$ cat src/rtl/edubos5_rf_ctrl.sv
// ---------------------------------------------------------------------------
// edubos5_rf_ctrl
//   Sequencer/arbiter placed in front of edubos5_rf. The register file has no
//   reset, so after rst this block sweeps INIT_VAL into every register (x0
//   included), one per cycle. Afterwards CPU read/write traffic is passed
//   straight through with zero added latency, and writes to x0 are dropped.
//
//   Optional feature, macro EDUBOS5_RF_DBG_EN:
//     When defined, a debug requester may take the RF ports for a single
//     access while the CPU is halted (states DBG and ACK). When undefined,
//     cpu_halted and every dbg_* port are absent and the FSM is INIT/RUN only.
//
// Parameters
//   DATA_W    register width
//   ADDR_W    register address width (RF depth is 2**ADDR_W)
//   INIT_VAL  value written into every register during the init sweep
//
// Ports
//   clk, rst                     clock (rising edge), synchronous active-high reset
//   cpu_rs1_addr, cpu_rs2_addr   CPU read addresses
//   cpu_rd_addr, cpu_we,
//   cpu_wdat                     CPU writeback request
//   cpu_ready                    high once the init sweep is done (low in DBG/ACK)
//   rf_rs1_addr, rf_rs2_addr,
//   rf_rd_addr, rf_we, rf_wdat   drive the register file ports
//   rf_rs2                       RF rs2 read data (debug read path only)
//   cpu_halted                   CPU stalled, debug may take the ports  [DBG_EN]
//   dbg_req, dbg_we, dbg_addr,
//   dbg_wdat                     debug request, held until dbg_ack     [DBG_EN]
//   dbg_ack                      one-cycle completion pulse            [DBG_EN]
//   dbg_rdat                     registered debug read data            [DBG_EN]
// ---------------------------------------------------------------------------
module edubos5_rf_ctrl #(
  parameter int                DATA_W   = 32,
  parameter int                ADDR_W   = 5,
  parameter logic [DATA_W-1:0] INIT_VAL = '0
) (
  input  logic              clk,
  input  logic              rst,
  input  logic [ADDR_W-1:0] cpu_rs1_addr,
  input  logic [ADDR_W-1:0] cpu_rs2_addr,
  input  logic [ADDR_W-1:0] cpu_rd_addr,
  input  logic              cpu_we,
  input  logic [DATA_W-1:0] cpu_wdat,
  output logic              cpu_ready,
  output logic [ADDR_W-1:0] rf_rs1_addr,
  output logic [ADDR_W-1:0] rf_rs2_addr,
  output logic [ADDR_W-1:0] rf_rd_addr,
  output logic              rf_we,
  output logic [DATA_W-1:0] rf_wdat,
  input  logic [DATA_W-1:0] rf_rs2
`ifdef EDUBOS5_RF_DBG_EN
  ,
  input  logic              cpu_halted,
  input  logic              dbg_req,
  input  logic              dbg_we,
  input  logic [ADDR_W-1:0] dbg_addr,
  input  logic [DATA_W-1:0] dbg_wdat,
  output logic              dbg_ack,
  output logic [DATA_W-1:0] dbg_rdat
`endif
);

  localparam logic [ADDR_W-1:0] CNT_MAX = '1;
  localparam logic [ADDR_W-1:0] CNT_ONE = {{(ADDR_W-1){1'b0}}, 1'b1};
  localparam logic [ADDR_W-1:0] X0      = '0;

`ifdef EDUBOS5_RF_DBG_EN
  typedef enum logic [1:0] {
    ST_INIT = 2'd0,
    ST_RUN  = 2'd1,
    ST_DBG  = 2'd2,
    ST_ACK  = 2'd3
  } state_t;
`else
  typedef enum logic [1:0] {
    ST_INIT = 2'd0,
    ST_RUN  = 2'd1
  } state_t;
`endif

  state_t            state;
  logic [ADDR_W-1:0] cnt;

  // Sequencing FSM. cpu_ready is registered so that it is high exactly in
  // RUN: it rises on the edge that ends the last sweep cycle and drops on the
  // edge that enters a debug access. In the debug build the DBG cycle
  // captures rf_rs2 for reads, and ACK is a single cycle that never
  // re-samples dbg_req, which is what makes back-to-back accesses 3 cycles.
  always_ff @(posedge clk) begin
    if (rst) begin
      state     <= ST_INIT;
      cnt       <= '0;
      cpu_ready <= 1'b0;
`ifdef EDUBOS5_RF_DBG_EN
      dbg_ack   <= 1'b0;
      dbg_rdat  <= '0;
`endif
    end else begin
`ifdef EDUBOS5_RF_DBG_EN
      dbg_ack <= 1'b0;
`endif
      case (state)
        ST_INIT: begin
          cnt <= cnt + CNT_ONE;
          if (cnt == CNT_MAX) begin
            state     <= ST_RUN;
            cpu_ready <= 1'b1;
          end
        end
        ST_RUN: begin
`ifdef EDUBOS5_RF_DBG_EN
          if (dbg_req && cpu_halted) begin
            state     <= ST_DBG;
            cpu_ready <= 1'b0;
          end
`endif
        end
`ifdef EDUBOS5_RF_DBG_EN
        ST_DBG: begin
          if (!dbg_we) begin
            dbg_rdat <= rf_rs2;
          end
          dbg_ack <= 1'b1;
          state   <= ST_ACK;
        end
        ST_ACK: begin
          state     <= ST_RUN;
          cpu_ready <= 1'b1;
        end
`endif
        default: begin
          state     <= ST_INIT;
          cnt       <= '0;
          cpu_ready <= 1'b0;
        end
      endcase
    end
  end

  // RF port steering. Addresses and write data default to the CPU so the
  // read and write paths add no latency; only the write enable is qualified
  // per state. INIT owns the write port; the DBG cycle owns rs2 and, for a
  // debug write, the write port (the CPU is halted then, so nothing is lost).
  always_comb begin
    rf_rs1_addr = cpu_rs1_addr;
    rf_rs2_addr = cpu_rs2_addr;
    rf_rd_addr  = cpu_rd_addr;
    rf_wdat     = cpu_wdat;
    rf_we       = 1'b0;
    case (state)
      ST_INIT: begin
        rf_we      = 1'b1;
        rf_rd_addr = cnt;
        rf_wdat    = INIT_VAL;
      end
      ST_RUN: begin
        rf_we = cpu_we && (cpu_rd_addr != X0);
      end
`ifdef EDUBOS5_RF_DBG_EN
      ST_DBG: begin
        rf_rs2_addr = dbg_addr;
        if (dbg_we) begin
          rf_rd_addr = dbg_addr;
          rf_wdat    = dbg_wdat;
          rf_we      = (dbg_addr != X0);
        end
      end
`endif
      default: begin
        rf_we = 1'b0;
      end
    endcase
  end

`ifndef EDUBOS5_RF_DBG_EN
  // Without the debug path the rs2 read data has no consumer.
  logic unused_rf_rs2;
  assign unused_rf_rs2 = ^rf_rs2;
`endif

endmodule

$ cat config.mk
export PLATFORM = sky130hd
export DESIGN_NAME = edubos5_rf_ctrl
export DESIGN_NICKNAME = d
export VERILOG_FILES = /design/src/rtl/edubos5_rf_ctrl.sv
export SDC_FILE = /design/constraint.sdc
export NUM_CORES = 1
export LEC_CHECK = 0
export ABC_AREA = 0
export CORE_ASPECT_RATIO = 1.5
export CORE_MARGIN = 5
export CORE_UTILIZATION = 19
export DETAILED_ROUTE_END_ITERATION = 16
export PLACE_DENSITY = 0.84
export SYNTH_ARGS = -nofsm -noshare
export SYNTH_HDL_FRONTEND = slang
export SYNTH_SLANG_ARGS = --single-unit
export TNS_END_PERCENT = 10
$ cat constraint.sdc
create_clock -name clk -period 2.3 [get_ports clk]
set_input_delay 0.575 -clock clk [delete_from_list [all_inputs] [get_ports clk]]
set_output_delay 0.575 -clock clk [all_outputs]
set_load 0.01 [all_outputs]
==> results.json <==
{
  "status": "finished, final reports clean",
  "crit_chain": "clkdlybuf4s50_1 > and2_1 > clkdlybuf4s50_1",
  "critical_path.top_delay_family": "buffers and inverters",
  "cp.depth": 3,
  "synth_warnings": 0,
  "irDropWorstVdd_mv": 0.322,
  "cts_root_buf": "clkbuf_8",
  "cp_num_buf_inv": 2,
  "ioPinCount": 131,
  "drt_iter0_drc": 11,
  "grt_pass1_wl_um": 3460,
  "seq_area_frac_synth": 0.198,
  "switching_share": 0.186,
  "avgRoutedWirePerCell_um": 12.0,
  "reg2reg_depth": 5,
  "drive_gt1_frac": 0.0952,
  "crit_top_cell": "clkdlybuf4s50_1",
  "tns_ps": 0,
  "grt.overflow.total": 0,
  "worstPathRequired_ps": 1730,
  "path_clk_slew_ps": 30,
  "tightest_slew_ps": 227,
  "synth_edf_count": 0,
  "hold_end": "cnt[4]$_SDFFE_PP0N_",
  "htree_num_levels": 1,
  "synth_seq_cells": 6,
  "layout_common_cells": "66 x clkdlybuf4s50_1, 32 x and2_1, 7 x nor2_1, 6 x dfxtp_1, 6 x dlymetal6s2s_1",
  "syn2layout_area_growth_pct": 133,
  "fin_skew_ps": 1.41,
  "dp_hpwl_um": 1910,
  "rsz0062_at_grt": "false",
  "p_per_area_nw_per_um2": 254,
  "critPathMaxFanout": 1,
  "setup_viol_count_final": 0,
  "gp_congestion": 0.758,
  "critPathMaxStageDelay_ps": 530,
  "internal_power_uw": 293,
  "cts_tree": "yes",
  "drv_slew": 0,
  "maxCapViolCount": 0,
  "timing.final.crit_share": 0.986,
  "seqPwrFrac": 0.318,
  "fp-row-count": 25,
  "postCtsSetupBuffers": 0,
  "cp_slowest_cell": "clkdlybuf4s50_1",
  "p_clk_frac": 0.428,
  "r2r_end": "cnt[4]$_SDFFE_PP0N_",
  "syn_nets": 162,
  "syn_area_sq_um": 608,
  "grt_max_degree": 30,
  "leakage_uw": 0.000677,
  "crit_path_end_kind": "output port",
  "hold_depth": 2,
  "r2r-start": "cnt[0]$_SDFFE_PP0N_",
  "diodes": 0,
  "criticalPathCategory": "input port to output port",
  "hold_path_class": "flip-flop to flip-flop",
  "die_h_um": 79.3,
  "drc": 0,
  "grt.total_usage": 0.0988,
  "io_buffers": 78,
  "start_util": 0.194,
  "dieArea_sq_um": 4460,
  "clk_latency_ps": 220,
  "slew_headroom": 0.848,
  "vias": 777,
  "finalHoldViolations": 0,
  "routed_wl_um": 2250,
  "antenna_found_initial": 0,
  "drtPass1Iterations": 2,
  "synth_ff_type": "dfxtp_1",
  "numCtsBuffers": 3,
  "mostFrequentLayoutCell": "clkdlybuf4s50_1",
  "ys_async_sr_fraction": 0,
  "setup.worst_path.start_class": "input port",
  "avgViaCountPerCell": 4.16,
  "ys_types": 17,
  "r2r_setup_slack_ps": 1020,
  "cts_buffer_depth": 2,
  "cts.sinks": 6,
  "holdBufCountCts": 0,
  "postSynthAreaPerCell_sq_um": 7.80,
  "combinationalPowerShare": 0.254,
  "holdCritStartpoint": "cnt[4]$_SDFFE_PP0N_",
  "grt_pass1_vias": 758,
  "final_nets": 233,
  "die_w_um": 56.2,
  "period_needed_ps": 2270,
  "critPathArrivalTime_ps": 1690,
  "p_sw_uw": 66.8,
  "power_uw": 360,
  "coreArea_sq_um": 3130,
  "fmax_ghz": 0.441,
  "final_antenna_net_count": 0,
  "synthCells": 78
}
==> timing repair <==
item	CTS	global route
gates resized for setup	11	7
setup endpoints to repair	6	7
cloned	0	0
pin swaps	2	2
==> cells in the mapped netlist (all sizes together) (2+ instances only) <==
| cell type | n | area share |
|---|---|---|
| mux2 | 5 | 0.093 |
| dfxtp | 6 | 0.20 |
| ha | 2 | 0.041 |
| xor2 | 2 | 0.029 |
| nor2 | 7 | 0.043 |
| and2 | 32 | 0.33 |
| buf | 12 | 0.14 |
| mux2i | 2 | 0.033 |
| clkbuf | 3 | 0.019 |
==> worst max-delay path by stage <==
stage / from / end / slack (ps)
5_1_grt: cpu_wdat[4] / rf_wdat[4] / 3
4_1_cts: cpu_wdat[19] / rf_wdat[19] / 10
2_1_floorplan: cpu_rd_addr[1] / rf_we / 430
3_3_place_gp: cpu_rd_addr[1] / rf_we / -500
6_report: cpu_wdat[4] / rf_wdat[4] / 30
3_5_place_dp: cpu_rd_addr[1] / rf_we / -500
==> routing by layer <==
| metal | share of wire | routed length (um) | up-vias | track usage |
|---|---|---|---|---|
| met1 | 0.37 | 825 | 332 | 0.0933 |
| met5 | 0 | 0 | - | 0 |
| li1 | - | - | 374 | - |
| met3 | 0.14 | 323 | 9 | 0.0407 |
| met2 | 0.46 | 1030 | 62 | 0.174 |
| met4 | 0.031 | 70 | 0 | 0.0618 |
==> cells by family (layout without fill, tap and decap cells) <==
group,count (synthesis),count (layout),share of synthesized area
simple gates,44,44,0.426
buf+inv,15,84,0.158
mux,7,7,0.126
flops,6,6,0.198
xor+xnor,3,3,0.0432
fa+ha+maj,2,2,0.0411
compound gates,1,1,0.00822
==> worst reg2reg max path: stages (launching register included) <==
cell	delay, ps
dfxtp_1	330
ha_1	210
and3_1	180
ha_1	260
mux2i_1	120
nor2_1	50
==> layout make-up <==
| cell class | count | area, sq um |
|---|---|---|
| tap | 40 | 50.0 |
| fill | 311 | 1710 |
| multi-input combinational | 57 | 399 |
| clock buffer | 3 | 41.3 |
| timing repair buffer | 81 | 808 |
| sequential | 6 | 120 |
==> stage by stage <==
step / setup WS [ps] / util / std cells / instance area (sq um) / hold WS (ps)
2_1_floorplan: 431 / - / 78 / 608 / 489
3_3_place_gp: -498 / 0.436 / 184 / 1370 / 508
3_5_place_dp: -503 / 0.436 / 184 / 1370 / 523
4_1_cts: 12.2 / 0.448 / 187 / 1400 / 531
5_1_grt: 2.77 / 0.454 / 187 / 1420 / 546
6_report: 31.2 / 0.454 / 187 / 1420 / 523
==> power by group through the flow <==
| stage | Combinational (uW) | Clock, uW | Sequential [uW] |
|---|---|---|---|
| after detailed placement | 92.0 | 0 | 116 |
| after global routing | 97.8 | 168 | 116 |
| final | 91.4 | 154 | 115 |
| after floorplan | 34.0 | 0 | 115 |
| after global placement | 90.4 | 0 | 116 |
| after CTS | 92.0 | 159 | 115 |
==> flip-flops by register name, indices dropped and copies added, names as in the netlist <==
| register | flops |
|---|---|
| cnt | 5 |
| cpu_ready | 1 |
No activity file was read; power rests on OpenSTA's default activity.
